`src/rtl/fifo_pkg.sv`:
```
// Shared definitions for the fifo block and its read-side consumers.
package fifo_pkg;

    localparam int FIFO_DATA_WIDTH = 2;
    localparam int FIFO_DEPTH      = 16;

    typedef enum logic {FILL, HOLD} state_t;

    // Width needed to hold an entry count from 0 to pack inclusive.
    function automatic int cnt_width(input int pack);
        return $clog2(pack + 1);
    endfunction

endpackage

```
`src/rtl/fifo_packer.sv`:
```
// Drains a narrow show-ahead FIFO and packs PACK entries into one wide word
// presented on a valid/ready handshake; flush emits a partially filled word.
module fifo_packer
    import fifo_pkg::*;
#(
    parameter int DATA_WIDTH = FIFO_DATA_WIDTH,
    parameter int PACK       = 4
) (
    input  logic                         clk,
    input  logic                         reset,
    input  logic [DATA_WIDTH-1:0]        dout,
    input  logic                         empty,
    output logic                         pop,
    input  logic                         flush,
    output logic [DATA_WIDTH*PACK-1:0]   out_data,
    output logic [cnt_width(PACK)-1:0]   out_count,
    output logic                         out_valid,
    input  logic                         out_ready
);
    localparam int            CW       = cnt_width(PACK);
    localparam int            IW       = (PACK > 1) ? $clog2(PACK) : 1;
    localparam logic [CW-1:0] LAST     = CW'(PACK - 1);
    localparam logic [CW-1:0] FULL_CNT = CW'(PACK);

    state_t                          state, state_n;
    logic [CW-1:0]                   cnt, cnt_n;
    logic [PACK-1:0][DATA_WIDTH-1:0] acc, acc_n, word;
    logic [CW-1:0]                   word_cnt;
    logic                            load;

    always_comb begin
        state_n  = state;
        cnt_n    = cnt;
        acc_n    = acc;
        word     = acc;
        word_cnt = '0;
        load     = 1'b0;
        pop      = 1'b0;
        case (state)
            FILL: begin
                if (flush && cnt != '0) begin
                    // Unused upper slots are already zero in acc.
                    load     = 1'b1;
                    word_cnt = cnt;
                    acc_n    = '0;
                    cnt_n    = '0;
                    state_n  = HOLD;
                end else if (!empty && !flush) begin
                    pop           = 1'b1;
                    word[cnt[IW-1:0]] = dout;
                    if (cnt == LAST) begin
                        load     = 1'b1;
                        word_cnt = FULL_CNT;
                        acc_n    = '0;
                        cnt_n    = '0;
                        state_n  = HOLD;
                    end else begin
                        acc_n = word;
                        cnt_n = cnt + 1'b1;
                    end
                end
            end
            HOLD: begin
                if (out_ready) begin
                    state_n = FILL;
                    acc_n   = '0;
                    cnt_n   = '0;
                    // Pop on the handshake edge keeps the FIFO draining at full rate.
                    if (!empty) begin
                        pop      = 1'b1;
                        acc_n[0] = dout;
                        cnt_n    = CW'(1);
                    end
                end
            end
            default: state_n = FILL;
        endcase
        if (!reset) pop = 1'b0;
    end

    always_ff @(posedge clk or negedge reset) begin
        if (!reset) begin
            state     <= FILL;
            cnt       <= '0;
            acc       <= '0;
            out_data  <= '0;
            out_count <= '0;
            out_valid <= 1'b0;
        end else begin
            state     <= state_n;
            cnt       <= cnt_n;
            acc       <= acc_n;
            out_valid <= (state_n == HOLD);
            if (load) begin
                out_data  <= word;
                out_count <= word_cnt;
            end
        end
    end

endmodule

```
`config.mk`:
```
export PLATFORM = sky130hd
export DESIGN_NAME = fifo_packer
export DESIGN_NICKNAME = d
export VERILOG_FILES = /design/src/rtl/fifo_pkg.sv /design/src/rtl/fifo_packer.sv
export SDC_FILE = /design/constraint.sdc
export NUM_CORES = 1
export LEC_CHECK = 0
export CAP_MARGIN = 20
export CORE_ASPECT_RATIO = 0.75
export CORE_MARGIN = 8
export CORE_UTILIZATION = 45
export CTS_BUF_LIST = sky130_fd_sc_hd__clkbuf_8 sky130_fd_sc_hd__clkbuf_16
export DETAILED_ROUTE_END_ITERATION = 10
export HOLD_SLACK_MARGIN = 0.15
export PLACE_DENSITY = 0.69
export SYNTH_ARGS = -nofsm -noshare
export SYNTH_HDL_FRONTEND = slang
export SYNTH_SLANG_ARGS = --single-unit
```
`constraint.sdc`:
```
create_clock -name clk -period 2 [get_ports clk]
set_input_delay 0.6 -clock clk [delete_from_list [all_inputs] [get_ports clk]]
set_output_delay 0.6 -clock clk [all_outputs]
set_load 0.02 [all_outputs]
```
## Word level (Yosys, flattened, before mapping)

Cells that the tools add are included.

| word-level totals | value |
|---|---|
| bits in registers | 23 |
| input bits | 7 |
| output and inout bits | 13 |
| logic and storage cells | 56 |

| cells by class | value |
|---|---|
| add/subtract/negate cells | 1 |
| magnitude comparators | 2 |
| eq/ne operators | 3 |
| muxes and demuxes | 34 |
| bitwise gates (word level) | 1 |
| reduce and logical (&&, ||, !) cells | 7 |

Operators by type and width:

| cell | number |
|---|---|
| 8-bit 2-to-1 mux | 7 |
| 3-bit 2-to-1 mux | 8 |
| 8-bit one-hot mux with 2 select lines | 1 |
| 1-bit 2-to-1 mux | 11 |
| 8-bit bitwise mux | 1 |
| 3-bit one-hot mux with 2 select lines | 1 |
| 2-bit demux with 2-bit select | 1 |
| 2-bit 2-to-1 mux | 2 |
| 1-bit one-hot mux with 2 select lines | 2 |
| 3-bit by 1-bit adder with 3-bit output (second input constant) | 1 |
| 3-bit by 2-bit == test with 1-bit output (second input constant) | 1 |
| 1-bit logical AND | 3 |
| 2-bit by 3-bit < comparator with 1-bit output (second input constant) | 1 |
| 3-bit inequality test (second input constant) | 1 |
| 3-bit nonzero test | 1 |
| 2-bit by 1-bit greater-or-equal comparator with 1-bit output (second input constant) | 1 |
| 1-bit zero test | 2 |
| 2-bit inequality test (second input constant) | 1 |
| 2-bit AND reduction | 1 |
| 1-bit inverter | 1 |

## Logic depth before layout (Yosys ltp)

Gate-level depths: netlist (run 1).

| depth | value |
|---|---|
| depth after elaboration | 9 |
| gate-level depth with buffers | 7 |
| depth with buffers taken out | 6 |

## Worst setup path before layout (run 1)

Ideal clock, no wire load.

| timing | value |
|---|---|
| path kind | flip-flop to flip-flop |
| start | register cnt[0] |
| end | register out_data[0] |
| library setup time | 0.125 ns |
| arrival | 1.637 ns |
| required time | 1.875 ns |
| setup slack | 0.238 ns |
| cell stages (with the launch flop) | 7 |
| buffers on the path | 0 |
| period minus slack after synthesis | 1.762 ns |
| path through | dfrtp_1 > inv_1 > ha_1 > nand2b_1 > nand2_1 > a21oi_4 > mux2_2 |

| on the way | value |
|---|---|
| longest elaborated chain between the ends | 8 |
| elaborated cells between the ends (all ways) | 16 |
| those cells by class | order compare (2); eq/ne (1); mux (10); reduce/logical (3) |

RTL lines:

| what | RTL line | text |
|---|---|---|
| from (decl) | fifo_packer.sv:26 | `logic [CW-1:0] cnt, cnt_n;` |
| from (signal assigned) | fifo_packer.sv:91 | `cnt <= cnt_n;` |
| 2-bit by 3-bit < comparator with 1-bit output (implied by the code) or 2-bit by 1-bit greater-or-equal comparator with 1-bit output (tied branches) | fifo_packer.sv:50 | `word[cnt[IW-1:0]] = dout;` |
| 1-bit logical AND (implied by the code) | fifo_packer.sv:50 |  |
| 2-bit 2-to-1 mux (implied by the code) | fifo_packer.sv:50 |  |
| 2-bit demux with 2-bit select | fifo_packer.sv:50 |  |
| 8-bit bitwise mux | fifo_packer.sv:50 |  |
| 8-bit 2-to-1 mux | fifo_packer.sv:48 | `end else if (!empty && !flush) begin` |
| 8-bit 2-to-1 mux | fifo_packer.sv:41 | `if (flush && cnt != '0) begin` |
| 8-bit 2-to-1 mux | fifo_packer.sv:39 | `case (state)` |
| to (signal assigned) | fifo_packer.sv:95 | `out_data <= word;` |
| to (decl) | fifo_packer.sv:15 | `output logic [DATA_WIDTH*PACK-1:0] out_data,` |

Parallel ways exist; a longest one is shown, timed or not.
A chain may end at the register's enable or synchronous reset.

==> results of run 1 <==
==> cell usage after synthesis <==
| cell | instances |
|---|---|
| dfrtp_1 | 23 |
| mux2_2 | 16 |
| inv_1 | 12 |
| nand2_1 | 9 |
| o22ai_1 | 6 |
| ha_1 | 5 |
| buf_6 | 3 |
| nand3_1 | 3 |
| o21ai_0 | 3 |
| a21boi_2 | 2 |
| a22o_1 | 2 |
| a32o_1 | 2 |
| and2b_2 | 2 |
| a211o_2 | 1 |
| a211oi_4 | 1 |
| a21boi_0 | 1 |
| a21o_1 | 1 |
| a21oi_4 | 1 |
| and3_2 | 1 |
| and3b_1 | 1 |
| and3b_4 | 1 |
| nand2b_1 | 1 |
| nor2_1 | 1 |
| nor2b_1 | 1 |
| nor3_4 | 1 |
| o21a_1 | 1 |
| o21ai_1 | 1 |
| o221ai_1 | 1 |
| o2bb2ai_1 | 1 |
| o31a_2 | 1 |
| o31ai_4 | 1 |
| o32a_1 | 1 |
==> cell type report <==
class | count | area, µm²
fillers | 220 | 975.9
inverters | 12 | 45.04
repair buffers | 35 | 327.8
clock inverters | 1 | 5.005
clock buffers | 3 | 41.29
multi-input cells | 69 | 626.9
flip-flops and latches | 23 | 575.6
well taps | 36 | 45.04
==> layout by cell type (no fill, tap or decap), types with 3 or more instances in the layout <==
cell	n
dfrtp_1	23
clkbuf_8	3
inv_1	12
buf_4	14
nand2_1	7
ha_1	5
nand3_1	3
a21boi_2	3
clkdlybuf4s50_1	13
o22ai_1	6
buf_6	3
mux2_2	16
dlymetal6s2s_1	4
==> state kept, by name, summed over array words and instances (netlist names) <==
name / cells
state: 1
out_count: 3
acc: 8
out_data: 8
cnt: 3
==> worst paths after layout <==
path | endpoint | slack [ns] | cells past startpoint
max in group asynchronous | out_count[2] | 1.41 | 2
max reg2reg | acc[5] | 0.15 | 7
min in group clk | out_count[2] | 0.50 | 1
min reg2reg | out_count[2] | 0.50 | 1
max | out_valid | 0.14 | 2
min | out_count[0] | 0.35 | 2
==> cell families (layout without fill, tap and decap cells) <==
group / count (synthesis) / in the layout / share of synthesized area (%)
compound gates: 27 / 27 / 19.31
fa+ha+maj: 5 / 5 / 4.926
buf+inv: 15 / 51 / 6.206
flops: 23 / 23 / 45.32
mux: 16 / 16 / 14.19
simple gates: 21 / 21 / 10.05
==> power by group through the flow <==
| stage | Combinational [µW] | Clock [µW] | Sequential, µW |
|---|---|---|---|
| 2_1_floorplan | 749 | 0 | 852 |
| 3_3_place_gp | 1350 | 0 | 720 |
| 3_5_place_dp | 1390 | 0 | 738 |
| 4_1_cts | 1420 | 297 | 729 |
| 5_1_grt | 1540 | 311 | 750 |
| 6_report | 1430 | 286 | 729 |
==> metal layers <==
metal / GRT usage (%) / vias up / share of wire (%)
li1: - / 454 / -
met1: 16.23 / 497 / 46
met2: 23.44 / 16 / 49
met3: 4.167 / 2 / 4.3
met4: 3.209 / 0 / 0.34
met5: 0 / - / 0
==> per-stage QoR <==
stage | hold WS [ns] | setup slack (ns) | total power (µW)
3_5_place_dp | 0.4908 | -0.5788 | 2125
6_report | 0.3544 | 0.1382 | 2443
2_1_floorplan | 0.3044 | 0.2381 | 1601
5_1_grt | 0.4127 | 0.02830 | 2603
3_3_place_gp | 0.4731 | -0.5572 | 2074
4_1_cts | 0.5101 | -0.1160 | 2451
==> what timing repair did <==
item / in CTS / in global routing
buffers inserted: 1 / 0
pin swaps: 0 / 1
setup endpoints to repair: 12 / 16
gates resized for setup: 12 / 7
==> worst reg2reg max path, stage by stage, from the launching register on <==
cell	delay (ns)
dfrtp_1	0.38
inv_1	0.10
ha_1	0.29
nand2b_1	0.18
a211oi_4	0.26
buf_4	0.20
nand3_1	0.14
o22ai_1	0.21
==> flow_summary.ini, run 1 <==
[sta]
final_hold_viol_count = 0
setup-violations-final = 0
min_period_ns = 1.862
rsz0062_at_grt = false
setup_tns_ns = 0
tightest_slew_ns = 0.2969
skew_ns = 0.002495
maxSlewHeadroom_pct = 80.21
fmax_mhz = 537.1
period_share_pct = 93.09
drv_slew = 0

[setup_path]
crit-reg2reg-launch = cnt[1]
required_ns = 1.40
crit_chain = buf_4 > dlygate4sd2_1
crit_path_end_kind = output pin
critPathTopFamily = buffers and inverters
path_class = register to output pin
cp_slowest_cell = dfrtp_1
slowest_delay_ns = 0.42
crit_fanout = 8
critPathLaunchType = register
critical_path.startpoint = state
crit_arrival_ns = 1.26
cp_num_buf_inv = 2

[finish]
area_delta_synth_final_pct = 31.23
drive_gt1_share_pct = 37.06
final_util_pct = 63.07
antenna_cells = 0
nets = 156
final_cells = 179
design_area_um2 = 1667

[cts]
clock_sinks = 23
cts_hold_buf = 0
cts_max_path_buffers = 2
cts_tree = done
tritoncts.num_buffers = 3
cts.htree.levels = 1
clk_latency_ns = 0.26
root_buffer = clkbuf_8
clk_pin_slew_worst_paths_ns = 0.08

[synthesis]
synth_warnings = 0
synth_largest_area_cell = dfrtp_1
synth_cell_types = 32
synthesis.nets = 119
netlist_instances = 107
synth_area_per_cell_um2 = 11.87
synth_area_leaders = dfrtp_1 (45%), mux2_2 (14%), ha_1 (4.9%)
synth_seq_area_share_pct = 45.32
synth_top_area_share_pct = 45.32
netlist_area_um2 = 1270
synth-seq-cells = 23

[floorplan]
core_um2 = 2643
rows = 16
io_pins = 20
fp.dieH_um = 62.01
die_w_um = 77.34
die-area_um2 = 4795
start_util_pct = 48.06

[job]
drv_cap = 0

[power]
intPower_uw = 1482
p_clk_share_pct = 11.7
comb_power_share_pct = 58.4
powerDensity_nw_per_um2 = 1466
switching_share_pct = 39.35
power_leakage_uw = 0.0007898
p_sw_uw = 961.5
ir_worst_vdd_v = 0.0008580
seq_power_share_pct = 29.8

[route]
wl_per_cell_um = 16.65
drt_iter0_drc = 64
detail-route-antenna-nets = 0
first_pass_iters = 4
viasPerCell = 5.413
vias = 969
wl_um = 2981
drcViolationCount = 0

[placed_design]
placedCellCount = 174
gp_congestion = 0.8358
portBuffers = 19
dp_hpwl_um = 2224
place_area_um2 = 1584

[global_route]
grt_pass1_vias = 1037
grt_antenna_before_repair = 0
grt_max_degree = 24
grt_use_total_pct = 13.48
grt_overflow = 0
grt_pass1_wl_um = 5133

[run_status]
status = complete, no violations

[min_path]
min_path_type = input port to asynchronous set/reset pin
Note: power is estimated with default switching activity, not from simulation.
==> run 2: changes to the inputs <==
--- a/config.mk
+++ b/config.mk
@@ -12,7 +12,7 @@
 export CTS_BUF_LIST = sky130_fd_sc_hd__clkbuf_8 sky130_fd_sc_hd__clkbuf_16
 export DETAILED_ROUTE_END_ITERATION = 10
 export HOLD_SLACK_MARGIN = 0.15
-export PLACE_DENSITY = 0.69
+export PLACE_DENSITY_LB_ADDON = 0.05
 export SYNTH_ARGS = -nofsm -noshare
 export SYNTH_HDL_FRONTEND = slang
 export SYNTH_SLANG_ARGS = --single-unit
==> run 2 against run 1 <==
Sequential power up 0.5%. Register-to-register slack lost 0.05 ns. Combinational power is essentially flat. Clock skew increased by 0.0055 ns. Setup slack got worse by 0.034 ns. Core utilization is 0.33 points higher. Non-clock buffer count up 2. Sequential share of layout area fell by 0.18 points. Critical path depth up 5. Critical path type is now register to register. Via count shrank 4.3%. Power decreased by 1.5%.
==> flow_summary.ini, run 2 (synthesis results as in run 1) <==
[run_status]
status = complete, no violations

[job]
drv_cap = 0

[sta]
final_hold_viol_count = 0
fmax_mhz = 527.4
tightest_slew_ns = 0.3423
period_share_pct = 94.80
maxSlewHeadroom_pct = 77.11
drv_slew = 0
rsz0062_at_grt = false
min_period_ns = 1.896
setup-violations-final = 0
skew_ns = 0.007956

[route]
viasPerCell = 5.122
wl_um = 2695
drt_iter0_drc = 83
vias = 927
detail-route-antenna-nets = 0
drcViolationCount = 0
wl_per_cell_um = 14.89
first_pass_iters = 4

[finish]
final_cell_mix = dfrtp_1 (23), mux2_2 (16), buf_4 (16)
final_common_cell = dfrtp_1
area_delta_synth_final_pct = 31.92
largestRegisters = acc (8), out_data (8)
final_util_pct = 63.40
antenna_cells = 0
drive_gt1_share_pct = 36.55
nets = 158
final_cells = 181

[global_route]
grt_use_total_pct = 12.02
grt_pass1_wl_um = 4533
grt_pass1_vias = 911
grt_max_degree = 24
grt_antenna_before_repair = 0
grt_overflow = 0

[setup_path]
regToRegSetupSlack_ns = 0.10
rr_endpoint = out_data[7]
path_depth = 7
critPathLaunchType = register
crit_arrival_ns = 2.04
cp_slowest_cell = dfrtp_1
crit_chain = inv_1 > ha_1 > nand2b_1 > nand2_1 > a21oi_4 > buf_4 > mux2_2
critPathTopFamily = flip-flops
crit_path_end_kind = register
crit-reg2reg-launch = cnt[0]
critical_path.startpoint = cnt[0]
slowest_delay_ns = 0.45
reg2regPathDepth = 7
cp_num_buf_inv = 2
crit_fanout = 5
required_ns = 2.15
path_class = register to register
crit_end = out_data[7]

[floorplan]
die-area_um2 = 4795
die_w_um = 77.34
rows = 16
start_util_pct = 48.06
fp.dieH_um = 62.01
io_pins = 20
core_um2 = 2643

[placed_design]
gp_congestion = 0.8330
portBuffers = 19
dp_hpwl_um = 2107
placedCellCount = 176

[cts]
tritoncts.num_buffers = 3
cts_tree = done
clock_sinks = 23
cts_hold_buf = 0
cts.htree.levels = 1
clk_latency_ns = 0.26
cts_max_path_buffers = 2
root_buffer = clkbuf_8
clk_pin_slew_worst_paths_ns = 0.08

[min_path]
min_path_type = input port to asynchronous set/reset pin

[power]
ir_worst_vdd_v = 0.0008753
power_leakage_uw = 0.0007921
powerDensity_nw_per_um2 = 1436
==> run 2: worst min path at each step <==
stage	start	to	slack (ns)	depth (start not counted)
after global routing	reset	state	0.41	2
after global placement	acc[1]	acc[1]	0.47	1
after floorplan	reset	acc[0]	0.30	0
after CTS	acc[1]	acc[1]	0.51	1
after detailed placement	acc[1]	acc[1]	0.49	1
final	reset	state	0.36	2
==> run 2: timing repair <==
item,in CTS,in global routing
buffers inserted,1,0
endpoints found under the setup margin,17,18
pin swaps,2,3
gates resized for setup,10,8
==> run 2: cell type report <==
type                            instances  area (µm²)
Clock buffer                            3       41.29
Clock inverter                          1       3.754
Fill cell                             230       967.2
Inverter                               12       45.04
Multi-Input combinational cell         69       625.6
Sequential cell                        23       575.6
Tap cell                               36       45.04
Timing Repair Buffer                   37       339.1
==> run 2: report_power, final <==
group          internal, µW  total (µW)  switching [µW]  leakage (µW)
Sequential              634         733            98.2      0.000306
Clock                   137         278             141     0.0000269
Combinational           724        1400             672      0.000459
==> run 2: through the flow <==
step	TNS [ns]	total power (µW)	setup slack [ns]	area [µm²]	hold WS, ns
floorplan	0	1601	0.2381	1270	0.3044
global placement	-5.777	2107	-0.5646	1599	0.4725
global route	0	2577	0.01052	1675	0.4115
detailed placement	-6.241	2131	-0.5814	1599	0.4878
CTS	-0.5673	2419	-0.06461	1650	0.5060
finish	0	2406	0.1039	1675	0.3639
==> run 2: per-layer routing <==
| metal | wire, µm | global-route usage [%] | share of wire [%] | vias to the layer above |
|---|---|---|---|---|
| li1 | - | - | - | 461 |
| met1 | 1377 | 16.21 | 51 | 442 |
| met2 | 1124 | 18.42 | 42 | 22 |
| met3 | 184 | 4.454 | 6.8 | 2 |
| met4 | 10 | 1.604 | 0.37 | 0 |
| met5 | 0 | 0 | 0 | - |
==> run 2: worst register-to-register path, stage by stage, from the launching register on <==
cell and delay, ns:
dfrtp_1 0.45, inv_1 0.10, ha_1 0.25, nand2b_1 0.20
nand2_1 0.14, a21oi_4 0.16, buf_4 0.17, mux2_2 0.33
==> run 3: changes to the inputs <==
--- a/config.mk
+++ b/config.mk
@@ -6,7 +6,6 @@
 export NUM_CORES = 1
 export LEC_CHECK = 0
 export CAP_MARGIN = 20
-export CORE_ASPECT_RATIO = 0.75
 export CORE_MARGIN = 8
 export CORE_UTILIZATION = 45
 export CTS_BUF_LIST = sky130_fd_sc_hd__clkbuf_8 sky130_fd_sc_hd__clkbuf_16
==> constraint.sdc (replaced) <==
create_clock -name clk -period 1.9 [get_ports clk]
set_input_delay 0.57 -clock clk [delete_from_list [all_inputs] [get_ports clk]]
set_output_delay 0.57 -clock clk [all_outputs]
set_load 0.02 [all_outputs]
==> run 3 against run 2 <==
Die area is 0.36% lower. Register-to-register slack worse by 0.04 ns. Global-route usage is 0.76 points higher. Critical path type unchanged. Critical endpoint is now cnt[1].
==> flow_summary.ini, run 3 (synthesis results as in run 1) <==
[run_status]
status = complete, no violations

[sta]
finalWorstSetupSlack_ns = 0.05965
rsz0062_at_grt = true
drv_slew = 0
period_share_pct = 96.86
setup-violations-final = 0
final_hold_viol_count = 0
tightest_slew_ns = 0.3764
fmax_mhz = 543.4
maxSlewHeadroom_pct = 74.83
skew_ns = 0.01196
min_period_ns = 1.840

[global_route]
grt_max_degree = 24
grt_pass1_vias = 1077
grt_antenna_before_repair = 0
grt_overflow = 0
grt_use_total_pct = 12.78
grt_pass1_wl_um = 5119

[finish]
drive_gt1_share_pct = 47.74
area_delta_synth_final_pct = 43.05
final_util_pct = 67.04
fill_cells = 219
antenna_cells = 0
nets = 168
final_cell_mix = dfrtp_1 (23), buf_4 (23), mux2_2 (16)
largestRegisters = acc (8), out_data (8)

[setup_path]
required_ns = 2.09
path_class = register to register
crit_fanout = 4
critPathLaunchType = register
crit_arrival_ns = 2.03
crit_path_end_kind = register

[cts]
cts_max_path_buffers = 2
tritoncts.num_buffers = 3
clk_pin_slew_worst_paths_ns = 0.09
clk_latency_ns = 0.27
cts_hold_buf = 0
clock_sinks = 23
cts_tree = done
cts.htree.levels = 1
root_buffer = clkbuf_8

[power]
ir_worst_vdd_v = 0.001121
power_leakage_uw = 0.0008423
powerDensity_nw_per_um2 = 1554

[route]
drt_iter0_drc = 45
route.met2.wl_um = 1497
wl_um = 2997
wl_per_cell_um = 16.11
wl_met1_um = 1293
routed.top_layer = met4
wl_met3_um = 170
vias = 991
drcViolationCount = 0
first_pass_iters = 4
detail-route-antenna-nets = 0
viasPerCell = 5.328

[floorplan]
die-area_um2 = 4778
fp.dieH_um = 69.13
core_um2 = 2710
rows = 19
io_pins = 20
start_util_pct = 46.86
die_w_um = 69.13

[placed_design]
portBuffers = 19
dp_hpwl_um = 2111
dp_slack_ns = -0.6412
gp_congestion = 0.8297

[job]
drv_cap = 0

[min_path]
min_path_type = input port to asynchronous set/reset pin
## run 3: final cells by class
type / count / area [µm²] / area share, %
clock buffer: 3 / 41.29 / 2.273
clock inverter: 1 / 5.005 / 0.2755
multi-input combinational: 69 / 688.2 / 37.88
timing repair buffer: 47 / 422.9 / 23.28
inverter: 12 / 45.04 / 2.479
tap: 31 / 38.79 / 2.135
sequential: 23 / 575.6 / 31.68
## run 3: metrics by stage
stage          instances  total power [µW]  hold slack (ns)  instance area (µm²)  setup TNS, ns
2_1_floorplan        107              1685           0.2744                 1270              0
3_3_place_gp         172              2262           0.4733                 1613         -8.371
3_5_place_dp         172              2291           0.4812                 1613         -9.016
4_1_cts              184              2735           0.5021                 1767       -0.07801
5_1_grt              186              3021           0.4110                 1817       -0.04798
6_report             186              2824           0.3485                 1817              0
## run 3: repair_timing
item | in CTS | in global routing
hold endpoints to repair | 0 | 0
pin swaps | 10 | 3
gates resized for setup | 24 | 10
setup endpoints to repair | 21 | 19
setup buffers | 8 | 2
## run 3: final timing paths
| kind | start | depth (start not counted) | slack [ns] | end |
|---|---|---|---|---|
| max in group asynchronous | reset | 2 | 1.31 | acc[7] |
| min | reset | 2 | 0.35 | out_count[1] |
| min in group clk | acc[1] | 1 | 0.50 | acc[1] |
| max reg2reg | cnt[1] | 9 | 0.06 | cnt[1] |
| max | cnt[1] | 9 | 0.06 | cnt[1] |
| min reg2reg | acc[1] | 1 | 0.50 | acc[1] |
## run 3: worst max-delay path, stage by stage (launching register included)
cell and delay, ns:
dfrtp_1 0.40, inv_1 0.11, ha_4 0.19, and3b_4 0.19
o31ai_4 0.35, buf_6 0.17, buf_4 0.10, buf_4 0.10
nand3_1 0.08, o21ai_0 0.07
## run 3: power breakdown
group          leakage [µW]  internal, µW  total, µW  switching, µW
clock network     0.0000255           146        307            161
registers          0.000306           667        770            102
logic              0.000511           929       1750            817
total              0.000842          1740       2820           1080
## run 3: layer usage
metal  track usage, %  vias up
met1            14.61      487
met3            4.006        4
met2            21.93       20
met5                0        -
met4            4.100        0
li1                 -      480
